===== src/rtl/rr_merge2_if.sv =====
// Handshake bundle for the two-input round-robin merge: two producer
// channels in, one tagged output channel out.
interface rr_merge2_if #(
  parameter int WIDTH = 8
);
  logic             req1_valid;
  logic             req1_ready;
  logic [WIDTH-1:0] req1_data;
  logic             req2_valid;
  logic             req2_ready;
  logic [WIDTH-1:0] req2_data;
  logic             out_valid;
  logic             out_ready;
  logic [WIDTH-1:0] out_data;
  logic             out_sel;

  // Producer/consumer side: drives request channels and output ready.
  modport master (
    output req1_valid, req1_data, req2_valid, req2_data, out_ready,
    input  req1_ready, req2_ready, out_valid, out_data, out_sel
  );

  // Merge side: accepts request channels and drives the output channel.
  modport slave (
    input  req1_valid, req1_data, req2_valid, req2_data, out_ready,
    output req1_ready, req2_ready, out_valid, out_data, out_sel
  );
endinterface


===== src/rtl/rr_merge2.sv =====
// Two-input round-robin merge with an in-order output queue.
// Each queued word carries its source tag (0 = req1, 1 = req2).
// Per-input grant counters saturate at all-ones.
module rr_merge2 #(
  parameter int WIDTH = 8,
  parameter int DEPTH = 2,
  parameter int CNT_W = 16
) (
  input  logic             clk,
  input  logic             reset,
  rr_merge2_if.slave       bus,
  output logic [CNT_W-1:0] grant1_cnt,
  output logic [CNT_W-1:0] grant2_cnt
);

  localparam int PTR_W  = (DEPTH > 1) ? $clog2(DEPTH) : 1;
  localparam int CNT_QW = $clog2(DEPTH + 1);
  localparam logic [CNT_QW-1:0] DEPTH_Q = CNT_QW'(DEPTH);

  logic [WIDTH-1:0]  mem_data [DEPTH];
  logic              mem_sel  [DEPTH];
  logic [PTR_W-1:0]  rd_ptr;
  logic [PTR_W-1:0]  wr_ptr;
  logic [CNT_QW-1:0] count;
  logic              last_win;

  logic grant_vld;
  logic grant_sel;
  logic space;
  logic push;
  logic pop;
  logic head_vld;

  // Round-robin grant: a tie goes to the input that did not win last.
  always_comb begin
    grant_vld = bus.req1_valid | bus.req2_valid;
    grant_sel = 1'b0;
    if (bus.req1_valid && bus.req2_valid) begin
      grant_sel = ~last_win;
    end else if (bus.req2_valid) begin
      grant_sel = 1'b1;
    end
  end

  // Handshake and output view; empty queue reads as zero, no bypass.
  always_comb begin
    head_vld       = (count != '0);
    pop            = head_vld & bus.out_ready;
    space          = (count < DEPTH_Q) | pop;
    push           = ~reset & space & grant_vld;
    bus.req1_ready = push & ~grant_sel;
    bus.req2_ready = push & grant_sel;
    bus.out_valid  = head_vld;
    bus.out_data   = head_vld ? mem_data[rd_ptr] : '0;
    bus.out_sel    = head_vld ? mem_sel[rd_ptr] : 1'b0;
  end

  // Queue storage; contents are don't-care until the count covers them.
  always_ff @(posedge clk) begin
    if (push) begin
      mem_data[wr_ptr] <= grant_sel ? bus.req2_data : bus.req1_data;
      mem_sel[wr_ptr]  <= grant_sel;
    end
  end

  // Queue pointers, occupancy and round-robin priority state.
  always_ff @(posedge clk) begin
    if (reset) begin
      rd_ptr   <= '0;
      wr_ptr   <= '0;
      count    <= '0;
      last_win <= 1'b1;
    end else begin
      if (push) begin
        wr_ptr   <= wr_ptr + PTR_W'(1);
        last_win <= grant_sel;
      end
      if (pop) begin
        rd_ptr <= rd_ptr + PTR_W'(1);
      end
      case ({push, pop})
        2'b10:   count <= count + CNT_QW'(1);
        2'b01:   count <= count - CNT_QW'(1);
        default: count <= count;
      endcase
    end
  end

  // Saturating grant counters for fairness monitoring.
  always_ff @(posedge clk) begin
    if (reset) begin
      grant1_cnt <= '0;
      grant2_cnt <= '0;
    end else if (push) begin
      if (!grant_sel && (grant1_cnt != '1)) begin
        grant1_cnt <= grant1_cnt + CNT_W'(1);
      end
      if (grant_sel && (grant2_cnt != '1)) begin
        grant2_cnt <= grant2_cnt + CNT_W'(1);
      end
    end
  end

endmodule


===== src/flat_wrapper.sv =====
// flat-port wrapper written by rule: the top's interface ports become plain ports
module rr_merge2_flat 
#(
  parameter int WIDTH = 8,
  parameter int DEPTH = 2,
  parameter int CNT_W = 16
)
  (clk, reset, grant1_cnt, grant2_cnt, bus_req1_valid, bus_req1_data, bus_req2_valid, bus_req2_data, bus_out_ready, bus_req1_ready, bus_req2_ready, bus_out_valid, bus_out_data, bus_out_sel);
  rr_merge2_if #(.WIDTH(WIDTH)) bus_i ();
  input  logic clk;
  input  logic reset;
  output logic [CNT_W-1:0] grant1_cnt;
  output logic [CNT_W-1:0] grant2_cnt;
  input wire logic [$bits(bus_i.req1_valid)-1:0] bus_req1_valid;
  input wire logic [$bits(bus_i.req1_data)-1:0] bus_req1_data;
  input wire logic [$bits(bus_i.req2_valid)-1:0] bus_req2_valid;
  input wire logic [$bits(bus_i.req2_data)-1:0] bus_req2_data;
  input wire logic [$bits(bus_i.out_ready)-1:0] bus_out_ready;
  output wire logic [$bits(bus_i.req1_ready)-1:0] bus_req1_ready;
  output wire logic [$bits(bus_i.req2_ready)-1:0] bus_req2_ready;
  output wire logic [$bits(bus_i.out_valid)-1:0] bus_out_valid;
  output wire logic [$bits(bus_i.out_data)-1:0] bus_out_data;
  output wire logic [$bits(bus_i.out_sel)-1:0] bus_out_sel;
  assign bus_i.req1_valid = bus_req1_valid;
  assign bus_i.req1_data = bus_req1_data;
  assign bus_i.req2_valid = bus_req2_valid;
  assign bus_i.req2_data = bus_req2_data;
  assign bus_i.out_ready = bus_out_ready;
  assign bus_req1_ready = bus_i.req1_ready;
  assign bus_req2_ready = bus_i.req2_ready;
  assign bus_out_valid = bus_i.out_valid;
  assign bus_out_data = bus_i.out_data;
  assign bus_out_sel = bus_i.out_sel;
  rr_merge2 #(.WIDTH(WIDTH), .DEPTH(DEPTH), .CNT_W(CNT_W)) u_core (.clk(clk), .reset(reset), .bus(bus_i), .grant1_cnt(grant1_cnt), .grant2_cnt(grant2_cnt));
endmodule

===== config.mk =====
export PLATFORM = sky130hd
export DESIGN_NAME = rr_merge2_flat
export DESIGN_NICKNAME = d
export VERILOG_FILES = /design/src/rtl/rr_merge2_if.sv /design/src/rtl/rr_merge2.sv /design/src/flat_wrapper.sv
export SDC_FILE = /design/constraint.sdc
export NUM_CORES = 1
export LEC_CHECK = 0
export ABC_CLOCK_PERIOD_IN_PS = 3400
export CELL_PAD_IN_SITES_DETAIL_PLACEMENT = 1
export CELL_PAD_IN_SITES_GLOBAL_PLACEMENT = 1
export CORE_MARGIN = 1.5
export CORE_UTILIZATION = 40
export CTS_CLUSTER_DIAMETER = 80
export DETAILED_ROUTE_END_ITERATION = 8
export PLACE_DENSITY_LB_ADDON = 0.1
export SETUP_SLACK_MARGIN = 0.02
export SYNTH_ARGS = -nofsm -noshare
export SYNTH_HDL_FRONTEND = slang
export SYNTH_SLANG_ARGS = --single-unit

===== constraint.sdc =====
create_clock -name clk -period 3.4 [get_ports clk]
set_clock_uncertainty 0.2 [all_clocks]
set_input_delay 0.34 -clock clk [delete_from_list [all_inputs] [get_ports clk]]
set_output_delay 0.34 -clock clk [all_outputs]
set_load 0.01 [all_outputs]

==> flow_summary.ini, run 1 <==
[power_and_ir_drop]
p_leak_nw = 1.23
powerDensity_nw_per_um2 = 464
irDropWorstVdd_mv = 0.205

[setup_path]
cp_max_fo = 17
critPathCapture = bus_req1_ready
rr_endpoint = u_core.grant2_cnt[13]$_SDFFE_PP0P_
r2r_cells = 6
crit_start = reset
critPathCaptureType = primary output
crit_type = in -> out
cp-start-kind = primary input
critPathRequiredTime_ns = 2.86
crit_arrival_ns = 2.29
ff2ff_setup_slack_ns = 1.05
r2r_start = u_core.last_win$_SDFFE_PP1P_

[global_route]
grt_pass1_wl_um = 10500
first_global_vias = 2174
grt_usage_pct = 18.1
grt_max_degree = 20
antenna_found_initial = 0
grt-ovfl-total = 0

[routing]
wl_per_cell_um = 15.2
drt_first_pass_iters = 6
ant_nets = 0
totalWireLength_um = 6450
drtIter0Drc = 75
drc_errors = 3
vias = 2243
viasPerCell = 5.29

[synth]
synth_top_area_cell = dfxtp_1
synth_cell_types = 42
netlist_instances = 281
synth_nets = 305
synth.most_common_cell = nor2_1
synth_edf_count = 18
yosys.area.top_type_share_pct = 28.3
avgSynthCellArea_um2 = 9.56
syn_area_um2 = 2690
synth_common_cells = 43 x nor2_1, 38 x dfxtp_1, 36 x nand2_1
ys_seq_area_share_pct = 48.5
yosys_register_bits = 56
synth_ff_type = dfxtp_1
synthTopCellsByArea = dfxtp_1 28%, edfxtp_1 20%, xnor2_1 6.2%
ys_warn_count = 0
async_reset_ff_share_pct = 0

[placement]
hpwl_um = 4710
gp_congestion = 0.746
dp_slack_ns = 0.498
place_inst = 416
port_buffers = 64

[clock_tree]
ctsHoldBuffers = 0
clockRootBuffer = clkbuf_8
insertion_delay_ns = 0.31
htree_num_levels = 2
postCtsSetupBuffers = 0
cts_tree = done
cts_buffers = 5
clkTransAtPathRegs_ns = 0.10
cts_sinks = 56
clockBufferDepth = 2
ctsResizeCount = 0

[finish]
multiInputGateArea_um2 = 1310
fin_cells = 424
seqCellArea_um2 = 1300
fill_cells = 739
area_growth_pct = 30.9
drive_gt1_share_pct = 7.78
antenna_cells = 0
fin_nets = 370

[die]
die_h_um = 84.9
die_area_um2 = 7210
die_w_um = 84.9
start_util_pct = 41.8
core-area_um2 = 6420
rows = 29
io_pins = 65

[worst_hold_path]
min_path_type = reg -> reg

[run_status]
status = finished, violations left
violations = design-rule violations

[timing]
worst_pin_slew_ns = 0.770
relSlewSlack_pct = 48.5
setup_ws_ns = 0.567
hold_viol_final = 0
setup_viol = 0
timing.fmax_ghz = 0.353
finalCritPeriodShare_pct = 83.3
setup_tns_ns = 0
maxSlewViolCount = 0
period_minus_slack_ns = 2.83
rsz0062_at_grt = false

[flow_run]
max_cap_viol_count = 0
## worst max-delay path, cell delays in order
cell             delay [ns]
clkdlybuf4s50_1        0.58
or4b_4                 0.75
inv_1                  0.09
clkdlybuf4s50_1        0.53
## through the flow
step	total power, W	hold slack (ns)	utilization (%)	instance area (µm²)
3_5_place_dp	0.00121	0.289	53.0	3400
3_3_place_gp	0.00120	0.280	53.0	3400
2_1_floorplan	0.00102	0.253	-	2690
4_1_cts	0.00166	0.322	54.7	3520
6_report	0.00163	0.321	54.7	3520
5_1_grt	0.00171	0.348	54.7	3520
## layer usage
| layer | wire length (µm) | vias to the layer above | global-route usage, % | share of wire, % |
|---|---|---|---|---|
| met5 | 0 | - | 0 | 0 |
| met4 | 57 | 0 | 4.92 | 0.88 |
| met3 | 234 | 5 | 2.92 | 3.6 |
| met2 | 3070 | 43 | 29.7 | 48 |
| met1 | 3100 | 1083 | 24.8 | 48 |
| li1 | - | 1112 | - | - |
## cells by family (layout without fill, tap and decap cells)
logic type	after synthesis	count (layout)	share of synthesized area, %
AOI/OAI and AO/OA	22	22	4.85
xor gates and xnor gates	26	26	8.48
adders and majority gates	3	3	1.40
buffers and inverters	17	83	2.94
DFF	56	56	48.5
muxes	11	11	4.10
and+or+nand+nor	146	146	29.8
## registers in the layout, summed over array words and instances, names as in the netlist, named ones only
name	count
u_core.grant1_cnt	16
u_core.grant2_cnt	16
u_core.mem_data	16
u_core.count	2
u_core.mem_sel	2
u_core.last_win	1
u_core.rd_ptr	1
u_core.wr_ptr	1
## report_power, final
group	internal [W]	switching (W)	leakage, nW
registers	0.000743	0.0000439	0.476
logic	0.000216	0.000187	0.692
clock network	0.000226	0.000214	0.0588
## how the worst min path moves through the flow
stage,end,slack [ns],start,cells after the start
final,u_core.grant2_cnt[15]$_SDFFE_PP0P_,0.32,u_core.grant2_cnt[15]$_SDFFE_PP0P_,2
after global routing,u_core.grant2_cnt[15]$_SDFFE_PP0P_,0.35,u_core.grant2_cnt[15]$_SDFFE_PP0P_,2
after CTS,u_core.grant2_cnt[15]$_SDFFE_PP0P_,0.32,u_core.grant2_cnt[15]$_SDFFE_PP0P_,2
after detailed placement,u_core.last_win$_SDFFE_PP1P_,0.29,u_core.last_win$_SDFFE_PP1P_,1
after global placement,u_core.last_win$_SDFFE_PP1P_,0.28,u_core.last_win$_SDFFE_PP1P_,1
after floorplan,u_core.last_win$_SDFFE_PP1P_,0.25,u_core.last_win$_SDFFE_PP1P_,1
## placed cells by master, fill, tap and decap left out, drive strengths merged, types with 5 or more instances in the layout
cell and instances:
xor2 7, nor3 8, a21oi 8, xnor2 19, clkdlybuf4s50 64, nand2 36, o21ai 7, clkbuf 6
mux2i 11, buf 5, edfxtp 18, and3 7, nor4 9, and4 5, or3 5, nand3 10
nand4 11, nor2 43, inv 6, dfxtp 38
## layout make-up
type | instances | share of cell area (%)
multi-input combinational | 208 | 37.1
timing repair buffer | 69 | 19.3
clock buffer | 6 | 2.10
clock inverter | 2 | 1.10
inverter | 6 | 0.641
sequential | 56 | 37.0
tap | 77 | 2.74
Note: power is estimated with default switching activity, not from simulation.
==> run 2: changes to the inputs <==
Settings changed: ABC_CLOCK_PERIOD_IN_PS 3400 to 2800, CORE_UTILIZATION 40 to 37.
Clock period 3.4 ns to 2.8 ns, I/O delays scaled along.
==> flow_summary.ini, run 2 (synthesized netlist as in run 1, its figures left out) <==
[setup_path]
crit_buf_inv = 3
critPathRequiredTime_ns = 2.32
ff2ff_setup_slack_ns = 0.40
r2r_cells = 5
slowest_stage = clkdlybuf4s50_1
cp_top_family = buffers and inverters
cp-start-kind = primary input
cp_max_fo = 5
slowest_delay_ns = 0.54
crit_type = in -> out
path_cells = clkdlybuf4s50_1 -> nor2b_4 -> or4b_4 -> inv_1 -> clkdlybuf4s50_1
critPathCaptureType = primary output
cpMostUsedCell = clkdlybuf4s50_1
path_depth = 5
crit_arrival_ns = 2.03

[finish]
fin_cells = 449
drive_gt1_share_pct = 9.07
layout_commonest_cell = clkdlybuf4s50_1
antenna_cells = 0
top_regs = u_core.grant1_cnt: 16 flops, u_core.grant2_cnt: 16 flops, u_core.mem_data: 16 flops
fin_nets = 376
mostFrequentLayoutCells = 64 x clkdlybuf4s50_1, 43 x nor2_1, 38 x dfxtp_1, 36 x nand2_1, 19 x xnor2_1
utilization_pct = 52.0
area_growth_pct = 33.6

[die]
io_pins = 65
die_area_um2 = 7780
die_h_um = 88.2
die_w_um = 88.2
rows = 30
start_util_pct = 38.9
core-area_um2 = 6910

[timing]
worst_pin_slew_ns = 0.856
rsz0062_at_grt = false
hold_viol_final = 0
finalCritPeriodShare_pct = 89.5
maxSlewViolCount = 0
timing.fmax_ghz = 0.399
setup_viol = 0
period_minus_slack_ns = 2.51
relSlewSlack_pct = 42.7
setup_tns_ns = 0

[power_and_ir_drop]
p_leak_nw = 1.26
powerDensity_nw_per_um2 = 557
totalPowerFinal_w = 0.00200
irDropWorstVdd_mv = 0.236

[placement]
place_inst = 441
hpwl_um = 4680
gp_congestion = 0.772
port_buffers = 64

[clock_tree]
cts_tree = done
ctsHoldBuffers = 0
cts_buffers = 5
clockRootBuffer = clkbuf_8
postCtsSetupBuffers = 0
insertion_delay_ns = 0.30
clockBufferDepth = 2
clkTransAtPathRegs_ns = 0.10
cts_sinks = 56
htree_num_levels = 2
ctsResizeCount = 0

[routing]
drt_first_pass_iters = 4
viasPerCell = 5.04
ant_nets = 0
totalWireLength_um = 6600
drc_errors = 0
drtIter0Drc = 81
vias = 2262
wl_per_cell_um = 14.7

[global_route]
grt_usage_pct = 17.9
grt-ovfl-total = 0
antenna_found_initial = 0
grt_pass1_wl_um = 10900
grt_max_degree = 30
first_global_vias = 2264

[flow_run]
max_cap_viol_count = 0

[worst_hold_path]
hold_path_depth = 2
min_path_type = reg -> reg

[run_status]
status = complete, no violations
-- run 2: path summary, 6_finish.rpt --
check / endpoint / from
min reg2reg: u_core.grant2_cnt[11]$_SDFFE_PP0P_ / u_core.grant2_cnt[11]$_SDFFE_PP0P_
min: u_core.grant2_cnt[11]$_SDFFE_PP0P_ / u_core.grant2_cnt[11]$_SDFFE_PP0P_
max reg2reg: u_core.count[1]$_SDFFE_PP0P_ / u_core.count[0]$_SDFFE_PP0P_
max: bus_req1_ready / bus_out_ready
-- run 2: per-stage QoR --
step,hold slack [ns],setup slack [ns],instance area [µm²]
2_1_floorplan,0.253,0.747,2690
3_3_place_gp,0.280,0.288,3470
3_5_place_dp,0.276,0.250,3470
4_1_cts,0.322,0.283,3590
5_1_grt,0.356,0.134,3590
6_report,0.316,0.293,3590
-- run 2: power breakdown --
| group | switching [W] | leakage [nW] | total (W) | internal (W) |
|---|---|---|---|---|
| clock | 0.000257 | 0.0588 | 0.000545 | 0.000288 |
| sequential | 0.0000541 | 0.476 | 0.000956 | 0.000902 |
| combinational | 0.000238 | 0.723 | 0.000499 | 0.000261 |
-- run 2: per-layer routing --
| metal | GRT usage (%) | up-vias | routed length [µm] |
|---|---|---|---|
| met5 | 0 | - | 0 |
| met1 | 23.1 | 1095 | 3040 |
| met4 | 4.26 | 0 | 67 |
| met2 | 30.5 | 40 | 3220 |
| met3 | 3.86 | 6 | 260 |
| li1 | - | 1121 | - |
-- run 2: area by class of cell --
type / count / area (µm²)
well taps: 96 / 120
clock buffers: 6 / 82.6
flip-flops and latches: 56 / 1300
inverters: 6 / 22.5
fillers: 818 / 3320
multi-input cells: 208 / 1310
repair buffers: 75 / 723
clock inverters: 2 / 33.8
-- run 2: worst register-to-register path, stage by stage (launching register included) --
cell,delay [ns]
dfxtp_1,0.35
nor2_1,0.67
nor2b_1,0.22
ha_1,0.39
or3_1,0.38
a21oi_1,0.13
==> run 3: changes to the inputs <==
Settings changed: CORE_MARGIN 1.5 to not set.
==> flow_summary.ini, run 3 (synthesized netlist as in run 1, its figures left out) <==
[clock_tree]
cts_buffers = 5
clockRootBuffer = clkbuf_8
ctsHoldBuffers = 0
clkTransAtPathRegs_ns = 0.09
postCtsSetupBuffers = 0
cts_tree = done
ctsResizeCount = 0
insertion_delay_ns = 0.31
htree_num_levels = 2
cts_sinks = 56
clockBufferDepth = 2

[routing]
viasPerCell = 5.03
vias = 2242
drtIter0Drc = 62
totalWireLength_um = 6240
drc_errors = 0
drt_first_pass_iters = 4
wl_per_cell_um = 14.0
ant_nets = 0

[run_status]
status = complete, no violations

[global_route]
grt-ovfl-total = 0
antenna_found_initial = 0
grt_max_degree = 29
grt_pass1_wl_um = 10400
grt_usage_pct = 17.3
first_global_vias = 2208

[die]
die_h_um = 87.2
rows = 30
die_w_um = 87.2
core-area_um2 = 6910
start_util_pct = 38.9
io_pins = 65
die_area_um2 = 7600

[power_and_ir_drop]
irDropWorstVdd_mv = 0.315
p_leak_nw = 1.24
powerDensity_nw_per_um2 = 556

[timing]
hold_viol_final = 0
maxSlewViolCount = 0
rsz0062_at_grt = false
setup_viol = 0
timing.fmax_ghz = 0.389
setup_tns_ns = 0
period_minus_slack_ns = 2.57
fin_hold_ws_ns = 0.311
finalCritPeriodShare_pct = 91.8
worst_pin_slew_ns = 0.854
relSlewSlack_pct = 42.8

[placement]
gp_congestion = 0.767
port_buffers = 64
hpwl_um = 4580

[setup_path]
r2r_cells = 6
crit_start = bus_out_ready
r2r_start = u_core.last_win$_SDFFE_PP1P_
critPathCaptureType = primary output
ff2ff_setup_slack_ns = 0.59
cp_max_fo = 7
cp-start-kind = primary input
crit_type = in -> out
critPathRequiredTime_ns = 2.32
rr_endpoint = u_core.grant1_cnt[13]$_SDFFE_PP0P_
crit_arrival_ns = 2.09

[worst_hold_path]
hp-start = u_core.grant2_cnt[11]$_SDFFE_PP0P_
min_path_type = reg -> reg
worstHoldEndpoint = u_core.grant2_cnt[11]$_SDFFE_PP0P_
hold_path_depth = 2

[finish]
layout_commonest_cell = clkdlybuf4s50_1
fin_nets = 373
antenna_cells = 0
drive_gt1_share_pct = 8.00
area_growth_pct = 32.4
utilization_pct = 51.5
top_regs = u_core.grant1_cnt: 16 flops, u_core.grant2_cnt: 16 flops, u_core.mem_data: 16 flops
mostFrequentLayoutCells = 64 x clkdlybuf4s50_1, 43 x nor2_1, 38 x dfxtp_1, 36 x nand2_1, 19 x xnor2_1

[flow_run]
max_cap_viol_count = 0
## run 3: cell types whose count changed in the layout (fill, tap and decap cells not counted), sizes merged
| cell | change |
|---|---|
| buf | -3 |
| clkbuf | -1 |
| clkinv | +1 |
## run 3: layout make-up
type	instances	area (µm²)
Clock inverter	3	37.5
Sequential cell	56	1300
Inverter	6	22.5
Tap cell	96	120
Multi-Input combinational cell	208	1310
Fill cell	833	3350
Timing Repair Buffer	72	701
Clock buffer	5	68.8
## run 3: per-stage QoR
stage	setup slack, ns	std cells	cell area (µm²)	power (W)
detailed placement	0.194	438	3450	0.00148
CTS	0.211	446	3560	0.00201
finish	0.231	446	3560	0.00198
floorplan	0.747	281	2690	0.00124
global route	0.189	446	3560	0.00210
global placement	0.245	438	3450	0.00147
## run 3: worst max-delay path: stages
cell and delay, ns:
clkdlybuf4s50_1 0.54, nor2b_4 0.08, or4b_4 0.58, inv_1 0.08, clkdlybuf4s50_1 0.53
## run 3: worst max-delay path by stage
stage | slack [ns] | depth (start not counted) | endpoint
global placement | 0.25 | 7 | u_core.grant1_cnt[13]$_SDFFE_PP0P_
global route | 0.19 | 5 | bus_req1_ready
finish | 0.23 | 5 | bus_req1_ready
detailed placement | 0.19 | 7 | u_core.grant1_cnt[13]$_SDFFE_PP0P_
CTS | 0.21 | 5 | bus_req1_ready
floorplan | 0.75 | 6 | u_core.grant2_cnt[10]$_SDFFE_PP0P_
## run 3: power by group
part / total [W] / internal, W / switching (W)
registers: 0.000955 / 0.000902 / 0.0000529
logic: 0.000499 / 0.000265 / 0.000234
clock network: 0.000522 / 0.000261 / 0.000261
## run 3: metal layers
layer	share of wire [%]	GRT usage, %
met5	0	0
met3	3.5	3.41
met2	49	30.3
met4	0.91	4.02
met1	46	22.0
